<file path="config.mk">
export PLATFORM = sky130hd
export DESIGN_NAME = deflect_port_alloc
export DESIGN_NICKNAME = d
export VERILOG_FILES = /design/src/rtl/deflect_port_alloc.sv
export SDC_FILE = /design/constraint.sdc
export NUM_CORES = 1
export LEC_CHECK = 0
export ABC_AREA = 1
export CORE_MARGIN = 4
export CORE_UTILIZATION = 30
export DETAILED_ROUTE_END_ITERATION = 8
export PLACE_DENSITY = 0.61
export RECOVER_POWER = 100
export SETUP_SLACK_MARGIN = 0.2
export SLEW_MARGIN = 20
export SYNTH_ARGS = -nofsm -noshare
export SYNTH_HDL_FRONTEND = slang
export SYNTH_SLANG_ARGS = --single-unit
</file>
<file path="constraint.sdc">
create_clock -name clk -period 5.5 [get_ports clk]
set_input_delay 1.1 -clock clk [delete_from_list [all_inputs] [get_ports clk]]
set_output_delay 1.1 -clock clk [all_outputs]
set_load 0.02 [all_outputs]
</file>
<file path="src/rtl/deflect_port_alloc.sv">
// deflect_port_alloc: one-stage output port allocator for a bufferless deflection router.
//
// Every valid flit is granted exactly one distinct output port each cycle.
// Golden flits are served before non-golden ones, each group in round-robin
// order starting at rr_ptr. A flit that cannot get a productive port is
// deflected to a free network port.
//
// Ports:
//   clk, reset   clock, synchronous active-high reset
//   in_valid     per-input flit valid
//   in_golden    per-input golden (priority) flag
//   in_prod      per-input productive vector, [5i+4:5i] = {L,N,S,E,W}
//   out_valid    registered in_valid
//   out_port     per-input one-hot grant, same bit mapping as in_prod
//   out_deflect  per-input flag: granted port was not productive
//   rr_ptr       round-robin start index
//   deflect_cnt  saturating deflection count  (DEFLECT_STATS_EN only)
//   eject_cnt    saturating ejection count    (DEFLECT_STATS_EN only)
//
// Define DEFLECT_STATS_EN to add the deflection/ejection counters.
module deflect_port_alloc #(
    parameter int NUM_IN     = 4,
    parameter int WIDTH_PORT = 5
`ifdef DEFLECT_STATS_EN
    , parameter int STAT_WIDTH = 16
`endif
) (
    input  logic                         clk,
    input  logic                         reset,
    input  logic [NUM_IN-1:0]            in_valid,
    input  logic [NUM_IN-1:0]            in_golden,
    input  logic [NUM_IN*WIDTH_PORT-1:0] in_prod,
    output logic [NUM_IN-1:0]            out_valid,
    output logic [NUM_IN*WIDTH_PORT-1:0] out_port,
    output logic [NUM_IN-1:0]            out_deflect,
`ifdef DEFLECT_STATS_EN
    output logic [1:0]                   rr_ptr,
    output logic [STAT_WIDTH-1:0]        deflect_cnt,
    output logic [STAT_WIDTH-1:0]        eject_cnt
`else
    output logic [1:0]                   rr_ptr
`endif
);

    logic [NUM_IN-1:0][WIDTH_PORT-1:0] prod_a;
    logic [NUM_IN-1:0][WIDTH_PORT-1:0] port_d, port_q;
    logic [NUM_IN-1:0]                 defl_d, defl_q, valid_q;
    logic [1:0]                        rr_q, idx;
    logic [3:0]                        net_free, avail;
    logic [WIDTH_PORT-1:0]             prod, grant;
    logic                              eject_d;

    assign prod_a      = in_prod;
    assign out_valid   = valid_q;
    assign out_port    = port_q;
    assign out_deflect = defl_q;
    assign rr_ptr      = rr_q;

    // Two passes (golden, then non-golden) over the rotated input order.
    // net_free shrinks as network ports are handed out; eject_d marks the
    // single local port as taken.
    always_comb begin
        net_free = 4'b1111;
        eject_d  = 1'b0;
        port_d   = '0;
        defl_d   = '0;
        idx      = '0;
        prod     = '0;
        grant    = '0;
        avail    = '0;
        for (int p = 0; p < 2; p++) begin
            for (int k = 0; k < NUM_IN; k++) begin
                idx = rr_q + 2'(k);
                if (in_valid[idx] && (in_golden[idx] == (p == 0))) begin
                    prod  = prod_a[idx];
                    avail = prod[3:0] & net_free;
                    if (prod[4] && !eject_d) begin
                        grant   = 5'b10000;
                        eject_d = 1'b1;
                    end else begin
                        // x & -x isolates the lowest set bit
                        grant       = {1'b0, (avail != 4'b0) ? (avail & -avail) : (net_free & -net_free)};
                        defl_d[idx] = (avail == 4'b0);
                        net_free    = net_free & ~grant[3:0];
                    end
                    port_d[idx] = grant;
                end
            end
        end
    end

    always_ff @(posedge clk) begin
        if (reset) begin
            valid_q <= '0;
            port_q  <= '0;
            defl_q  <= '0;
            rr_q    <= '0;
        end else begin
            valid_q <= in_valid;
            port_q  <= port_d;
            defl_q  <= defl_d;
            rr_q    <= rr_q + 2'(|in_valid);
        end
    end

`ifdef DEFLECT_STATS_EN
    logic [STAT_WIDTH-1:0] dcnt_q, dcnt_d, ecnt_q, ecnt_d;
    logic [STAT_WIDTH:0]   dsum;

    assign deflect_cnt = dcnt_q;
    assign eject_cnt   = ecnt_q;

    // Add in one extra bit so a carry out means saturate.
    always_comb begin
        dsum   = {1'b0, dcnt_q} + (STAT_WIDTH+1)'($countones(defl_d));
        dcnt_d = dsum[STAT_WIDTH] ? '1 : dsum[STAT_WIDTH-1:0];
        ecnt_d = (eject_d && (ecnt_q != '1)) ? ecnt_q + 1'b1 : ecnt_q;
    end

    always_ff @(posedge clk) begin
        if (reset) begin
            dcnt_q <= '0;
            ecnt_q <= '0;
        end else begin
            dcnt_q <= dcnt_d;
            ecnt_q <= ecnt_d;
        end
    end
`endif

endmodule
</file>
== Word level (Yosys, flattened, before mapping) ==
Index checks and enable logic that the tools add are counted.
W data, S select, Z words.
Operators by class
  add/sub/neg operators: 19
  $lt $le $gt $ge: 8
  muxes and demuxes: 130
  bitwise gates (word level): 41
  reductions and logical operators: 43
Operators by type and width (count)
  $mux W20: 8
  $mux W4: 38
  $bwmux W20: 7
  $mux W5: 24
  $and A4 B4 Y4: 29
  $neg A4 Y4: 15
  $bmux W5 S2: 4
  $demux W5 S2: 4
  $logic_not A4 Y1: 8
  $reduce_bool A4 Y1: 8
  $bwmux W4: 7
  $not A4 Y4: 7
  $mux W1: 26
  $and A20 B20 Y20: 1
  $logic_and A1 B1 Y1: 19
  $bmux W1 S2: 8
  $lt A2 B3 Y1 const B: 4
  $demux W1 S2: 4
  $ge A2 B1 Y1 const B: 4
  $logic_not A1 Y1: 7
  $add A2 B2 Y2 const B: 2
  $not A1 Y1: 4
  $reduce_or A4 Y1: 1
  $add A2 B1 Y2: 1
  $add A2 B1 Y2 const B: 1
Word-level totals
  register bits after elaboration: 30
  input bits: 30
  word-level logic and storage cells: 248

== Depth between registers and ports, before layout ==
Gate-level depths: netlist (run 1).
  depth after elaboration: 64
  gate-level depth with buffers: 51

== Least setup slack after synthesis (run 1) ==
Ideal clock, no wire load.
  path kind: register to register
  start point: reg rr_q[1], in the netlist rr_ptr[1]
  end point: reg port_q (netlist bit out_port[0])
  library setup time: 0.135 ns
  data arrival time: 5.232 ns
  required time: 5.365 ns
  slack: 0.133 ns
  cell stages (with the launch flop): 48
  path buffers: 3
  cells stage by stage: dfxtp_1 > inv_1 > buf_2 > buf_2 > ha_1 > inv_1 > clkbuf_1 > nand2_1 > o21ai_1 > inv_1 > a21oi_1 > nor2_1 > nand3_1 > nand3_1 > nand2_1 > inv_2 > nand3_2 > nand2_1 > (+12 left out) > nand2_1 > nand2_1 > nand3_2 > nand3_2 > nand3_2 > nand2_2 > a21oi_2 > nand2_1 > nand2_1 > nor2_4 > inv_2 > nand2_1 > nand3_2 > nand3_2 > nand2_2 > nor2_4 > o21ai_2 > a21oi_1
Between the ends
  word-level cells in the longest chain between the ends: 64
  elaborated cells between the ends (all ways): 199
  those cells by class: add/sub (18); order compare (8); mux (99); bitwise (40); reduce/logical (34)
Ends and longest elaborated chain
  from (decl): RTL line 48  | logic [1:0] rr_q, idx;
  from (signal assigned): RTL line 102  | rr_q <= rr_q + 2'(|in_valid);
  $bmux W5 S2: RTL line 75  | prod = prod_a[idx];
  $mux W5 (not written as such): RTL line 75
  $neg A4 Y4: RTL line 82  | grant = {1'b0, (avail != 4'b0) ? (avail & -avail) : (net_free & -net_free)};
  $and A4 B4 Y4: RTL line 82
  $mux W4: RTL line 82
  $not A4 Y4: RTL line 84  | net_free = net_free & ~grant[3:0];
  $mux W4: RTL line 77  | if (prod[4] && !eject_d) begin
  $mux W4: RTL line 74  | if (in_valid[idx] && (in_golden[idx] == (p == 0))) begin
  (+48 left out)
  $and A4 B4 Y4: RTL line 76  | avail = prod[3:0] & net_free;
  $neg A4 Y4: RTL line 82
  $and A4 B4 Y4: RTL line 82
  $mux W4: RTL line 82
  $mux W5: RTL line 77
  $mux W5: RTL line 74
  $bwmux W20: RTL line 86  | port_d[idx] = grant;
  $mux W20 *: RTL line 74
  to (signal assigned): RTL line 100  | port_q <= port_d;
  to (decl): RTL line 46  | logic [NUM_IN-1:0][WIDTH_PORT-1:0] port_d, port_q;
Mark *: on every way between the ends. The rest lies on a longest branch, timed or not. The select of a mux whose other input is x is not followed.
A chain may end at the register's enable or synchronous reset.

== Worst setup path after layout (run 1) ==
  start point: in in_valid[1]
  end point: reg port_q (netlist bit out_port[7])
Between the ends
  word-level cells in the longest chain between the ends: 60
  elaborated cells between the ends (all ways): 146
  those cells by class: add/sub (14); mux (70); bitwise (33); reduce/logical (29)
Ends and longest elaborated chain
  from (decl): RTL line 30  | input logic [NUM_IN-1:0] in_valid,
  $bmux W1 S2: RTL line 74
  $mux W1 (not written as such): RTL line 74
  $logic_and A1 B1 Y1: RTL line 74
  $mux W4: RTL line 74
  $and A4 B4 Y4: RTL line 76
  $neg A4 Y4: RTL line 82
  $and A4 B4 Y4: RTL line 82
  $mux W4: RTL line 82
  (+44 left out)
  $and A4 B4 Y4: RTL line 76
  $neg A4 Y4: RTL line 82
  $and A4 B4 Y4: RTL line 82
  $mux W4: RTL line 82
  $mux W5: RTL line 77
  $mux W5: RTL line 74
  $bwmux W20: RTL line 86
  $mux W20 *: RTL line 74
Marks and branches as above.

==> flow_metrics.tcl, run 1 <==
set metrics [dict create \
    outcome "finished, violations left" \
    violations "negative setup slack" \
    setup_viol_count_final 3 \
    core_area_um2 15900 \
    firstDrtPassIters 5 \
    initial_core_util_pct 30.7 \
    synth_top_cell_area_share_pct 18.3 \
    relSlewSlack_pct 46.7 \
    fin_skew_ns 0.00185 \
    drc 0 \
    post-place-ws_ns -0.675 \
    cpMaxStageDelayCell "nand4_1" \
    crit_family "simple AND/OR/NAND/NOR gates" \
    nFillCells 1346 \
    wirelength_met1_mm 10.1 \
    totalWireLength_mm 26.1 \
    syn_area_um2 4900 \
    yosys-top-cells-count "nand2_1, inv_1, a21oi_1" \
    clkLatencyLatePin_ns 0.27 \
    finalPower_mw 3.30 \
    fin_crit_sh_pct 100 \
    first_global_vias 7630 \
    cpPeakStageDelay_ns 0.20 \
    synth_area_leaders "nand2_1, dfxtp_1, inv_1" \
    yosysUniqueCellTypes 46 \
    dp_hpwl_mm 16.2 \
    fin_cells 1506 \
    clk_path_buf_depth 2 \
    grt_max_degree 48 \
    port_buffers 59 \
    p_leak_nw 4.62 \
    period_needed_ns 5.51 \
    swShare_pct 49.0 \
    whs_ns 0.752 \
    vias 8183 \
    power_density_nw_per_um2 349 \
    die_w_um 136 \
    fin_setup_tns_ns -0.0227 \
    internal_power_mw 1.68 \
    routabilityCongestion 0.968 \
    crit_top_cell "nand2_2" \
    drtIter0Drc 916 \
    fmax_ghz 0.181 \
    final_util_pct 59.3 \
    area_delta_synth_final_pct 93.1 \
    synth-seq-cells 30 \
    critical_path_class "input pin to flip-flop" \
    synth.most_common_cell "nand2_1" \
    async_flop_share_pct 0 \
    cts_root_buf "clkbuf_16" \
    wl_met3_mm 1.91 \
    path_clk_slew_ns 0.05 \
    worstPathArrival_ns 5.65 \
    crit_fanout 5 \
    seqPwrFrac_pct 8.0 \
    dieArea_um2 18400 \
    grt_pass1_wl_mm 38.0 \
    finalMaxSlewViolations 0 \
    ios 60 \
    synth_top_cell_by_area "nand2_1" \
    syn_area_per_cell_um2 5.37 \
    worst_slew_pin_slew_ns 0.796 \
    rsz0062_at_grt "yes" \
    numCtsBuffers 5 \
    p_sw_mw 1.62 \
    rows 46 \
    place_area_um2 6730 \
    combPwrFrac_pct 80.9 \
    htree_levels 2 \
    final_area_um2 9460 \
    synth_top_flop_cell "dfxtp_1" \
    viasPerCell 5.43 \
    max-vdd-ir-drop_mv 0.201 \
    synthesis.nets 948 \
    cp-start-kind "input pin" \
    cts_hold_buf 0 \
    critPathCaptureType "flip-flop" \
    layout.nets 1325 \
    maxUsedRoutingLayer "met4" \
    cp.required_ns 5.63 \
    critPathBufInv 7 \
    hold_viol 0 \
    setup_ws_ns -0.0137 \
    dp.cells 1314 \
    antenna_found_initial 0 \
    syn-instance-count 912 \
    min_path_type "flip-flop to flip-flop" \
    grt_usage_pct 25.6 \
    met2_length_mm 12.6 \
    cts_tree "yes" \
    synth_edf_count 0 \
    ys_seq_area_share_pct 12.3 \
    insertedDiodeCount 0 \
    gr-total-overflow 0 \
    synth_warnings 0 \
    postRouteAntennaNets 0 \
    layout-drive-gt1-share_pct 49.5 \
    die_h_um 136 \
    wl_per_cell_um 17.3 \
    ff_latch_area_um2 602 \
    drv_cap 0 \
    clock_power_share_pct 11.1 \
    multiInputGateArea_um2 4690 \
    clkSinkCount 30 \
]
[registers in the layout (all words and copies together) (netlist names)]
register,flops
out_deflect,4
out_port,20
out_valid,4
rr_ptr,2
[power by group through the flow]
stage | logic (mW) | clock network [mW] | registers, mW
2_1_floorplan | 0.974 | 0 | 0.319
3_5_place_dp | 1.80 | 0 | 0.271
6_report | 2.67 | 0.366 | 0.264
4_1_cts | 2.25 | 0.369 | 0.266
5_1_grt | 2.83 | 0.382 | 0.268
3_3_place_gp | 1.80 | 0 | 0.270
[worst min-delay path, stage by stage, from the launching register on]
cell	delay, ns
dfxtp_2	0.31
buf_4	0.22
xnor2_2	0.15
nor2_1	0.03
[cell type report]
type / count / share of cell area (%)
multi-input cells: 723 / 49.6
clock inverters: 2 / 0.635
repair buffers: 387 / 33.1
inverters: 141 / 5.90
repair inverters: 1 / 0.0529
clock buffers: 6 / 1.47
well taps: 216 / 2.86
flip-flops and latches: 30 / 6.36
[logic make-up after synthesis]
logic type,share of synthesized area (%)
flip-flops,12.3
XOR/XNOR,0.179
AND/OR/NAND/NOR,45.4
AO/OA/AOI/OAI,27.3
buffers and inverters,13.3
adder cells (fa/ha/maj),1.53
[final timing paths]
check / slack, ns / start / depth (start not counted) / end
hold reg to reg: 0.75 / rr_ptr[1] / 3 / rr_ptr[1]
setup / recovery: -0.01 / in_valid[1] / 45 / out_port[7]
hold / removal: 0.75 / rr_ptr[1] / 3 / rr_ptr[1]
setup reg to reg: 0.07 / rr_ptr[0] / 44 / out_port[7]
[timing repair]
item                                   4_1_cts  5_1_grt
pin swaps                                   76       98
resized for setup                          197      222
gates cloned                                 0        1
setup endpoints to repair                   20       23
setup buffers                              150       33
endpoints found under the hold margin        0        0
[per-layer routing]
metal | GRT usage (%) | vias to the layer above
li1 | - | 3800
met4 | 9.29 | 0
met3 | 3.34 | 129
met2 | 45.1 | 471
met5 | 0 | -
met1 | 31.8 | 3783
[layout by cell type (no fill, tap or decap), types with 5 or more instances in the layout]
cell | synthesis | final
a21oi_1 | 89 | 65
a21oi_2 | 1 | 23
a31oi_1 | 7 | 7
buf_4 | 0 | 305
buf_6 | 6 | 42
clkbuf_16 | 0 | 5
clkbuf_2 | 0 | 8
dfxtp_1 | 30 | 29
dlygate4sd3_1 | 0 | 30
inv_1 | 124 | 103
inv_2 | 14 | 28
inv_4 | 1 | 6
nand2_1 | 239 | 168
nand2_2 | 29 | 64
nand2_4 | 1 | 36
nand3_1 | 69 | 30
nand3_2 | 21 | 32
nand3_4 | 0 | 28
nand4_1 | 13 | 13
nor2_1 | 88 | 70
nor2_2 | 2 | 12
nor2_4 | 4 | 12
o21ai_0 | 76 | 66
o21ai_1 | 9 | 12
o21ai_2 | 7 | 12
o221ai_1 | 11 | 11
o22ai_1 | 5 | 5
Note: power is estimated with default switching activity, not from simulation.
==> run 2: changes to the inputs <==
CAP_MARGIN = 40   (was unset)
==> results of run 2 <==
The final DEF is identical to that of run 1; final timing and power are the same.
==> run 3: changes to the inputs <==
CTS_BUF_LIST = sky130_fd_sc_hd__clkbuf_8   (was unset)
==> flow_metrics.tcl, run 3 (synthesis results as in run 1) <==
set metrics [dict create \
    outcome "completed" \
    cpPeakStageDelay_ns 0.18 \
    wl_per_cell_um 16.7 \
    die_h_um 136 \
    critical_path_class "input pin to flip-flop" \
    setup_ws_ns 0.0577 \
    post-place-ws_ns -0.675 \
    worstPathArrival_ns 5.58 \
    path_clk_slew_ns 0.06 \
    postRouteAntennaNets 0 \
    nFillCells 1410 \
    fin_skew_ns 0.00280 \
    clkSinkCount 30 \
    clkLatencyLatePin_ns 0.28 \
    port_buffers 59 \
    insertedDiodeCount 0 \
    numCtsBuffers 5 \
    multiInputGateArea_um2 4610 \
    htree_levels 2 \
    first_global_vias 7520 \
    period_needed_ns 5.44 \
    layout-drive-gt1-share_pct 48.1 \
    cp-start-kind "input pin" \
    final_area_um2 9210 \
    drc 0 \
    crit_fanout 4 \
    p_leak_nw 4.52 \
    cts_root_buf "clkbuf_8" \
    worst_slew_pin_slew_ns 0.790 \
    grt_max_degree 48 \
    viasPerCell 5.24 \
    critPathCaptureType "flip-flop" \
    crit_top_cell "nand2_2" \
    relSlewSlack_pct 47.0 \
    fmax_ghz 0.184 \
    layout_commonest_cell "buf_4" \
    dieArea_um2 18400 \
    antenna_found_initial 0 \
    cpMaxStageDelayCell "nand4_1" \
    ff_latch_area_um2 602 \
    totalWireLength_mm 24.9 \
    grt_usage_pct 24.5 \
    cts_tree "yes" \
    ios 60 \
    routabilityCongestion 0.968 \
    layout.nets 1315 \
    min_path_type "flip-flop to flip-flop" \
    gr-total-overflow 0 \
    max-vdd-ir-drop_mv 0.176 \
    area_delta_synth_final_pct 88.0 \
    setup_viol_count_final 0 \
    drtIter0Drc 699 \
    final_cell_mix "buf_4, nand2_1, inv_1" \
    initial_core_util_pct 30.7 \
    fin_crit_sh_pct 99.0 \
    vias 7845 \
    power_density_nw_per_um2 337 \
    dp_hpwl_mm 16.2 \
    largest_register_ffs 20 \
    finalMaxSlewViolations 0 \
    drv_cap 0 \
    die_w_um 136 \
    hold_viol 0 \
    place_area_um2 6730 \
    grt_pass1_wl_mm 36.5 \
    core_area_um2 15900 \
    cp.required_ns 5.64 \
    rsz0062_at_grt "yes" \
    clk_path_buf_depth 2 \
    rows 46 \
    firstDrtPassIters 5 \
]
## run 3: cell types whose count changed in the layout (fill, tap and decap cells not counted), sizes merged
cell	previous run	this run
buf	348	331
clkbuf	14	21
clkdlybuf4s50	1	2
clkinvlp	3	2
dlygate4sd3	30	29
inv	138	139
## run 3: timing repair
action / CTS / global route
endpoints found under the setup margin: 20 / 22
resized for setup: 190 / 202
pin swaps: 75 / 95
setup buffers: 141 / 32
hold buffers: 0 / 0
gates cloned: 0 / 1
## run 3: per-stage QoR
step | TNS, ns | hold WS (ns) | power, mW | instances | utilization [%]
6_report | 0 | 0.752 | 3.10 | 1496 | 57.8
5_1_grt | -3.69 | 0.787 | 3.29 | 1496 | 57.8
4_1_cts | 0 | 0.766 | 2.73 | 1463 | 53.0
3_5_place_dp | -12.50 | 0.737 | 2.07 | 1314 | 42.2
3_3_place_gp | -10.89 | 0.737 | 2.07 | 1314 | 42.2
2_1_floorplan | 0 | 0.773 | 1.29 | 912 | -
## run 3: power by group
group / total (mW) / switching, mW / internal, mW
Clock: 0.278 / 0.0846 / 0.193
Sequential: 0.264 / 0.00908 / 0.254
Combinational: 2.56 / 1.45 / 1.11
Total: 3.10 / 1.54 / 1.56
## run 3: worst paths after layout
path | from | cells past startpoint | to | slack [ns]
max reg2reg | rr_ptr[0] | 41 | out_port[12] | 0.13
min | rr_ptr[1] | 3 | rr_ptr[1] | 0.75
min reg2reg | rr_ptr[1] | 3 | rr_ptr[1] | 0.75
max | in_golden[1] | 42 | out_port[12] | 0.06
## run 3: critical path: cells and delay by family
kind,cells,cell delay [ns]
buffers and inverters,5,0.40
AO/OA/AOI/OAI,2,0.23
AND/OR/NAND/NOR,35,3.85
## run 3: area by class of cell
cell class,instances,area share [%]
timing repair inverter,1,0.0815
multi-input combinational,723,50.0
tap,216,2.93
timing repair buffer,377,32.9
sequential,30,6.53
clock inverter,2,0.652
inverter,141,5.98
clock buffer,6,0.896
## run 3: routing by layer
metal / vias up / GRT usage [%] / part of all wire, %
li1: 3779 / - / -
met1: 3610 / 30.6 / 40
met2: 367 / 43.4 / 49
met3: 89 / 3.08 / 6.2
met4: 0 / 8.45 / 5.0
met5: - / 0 / 0
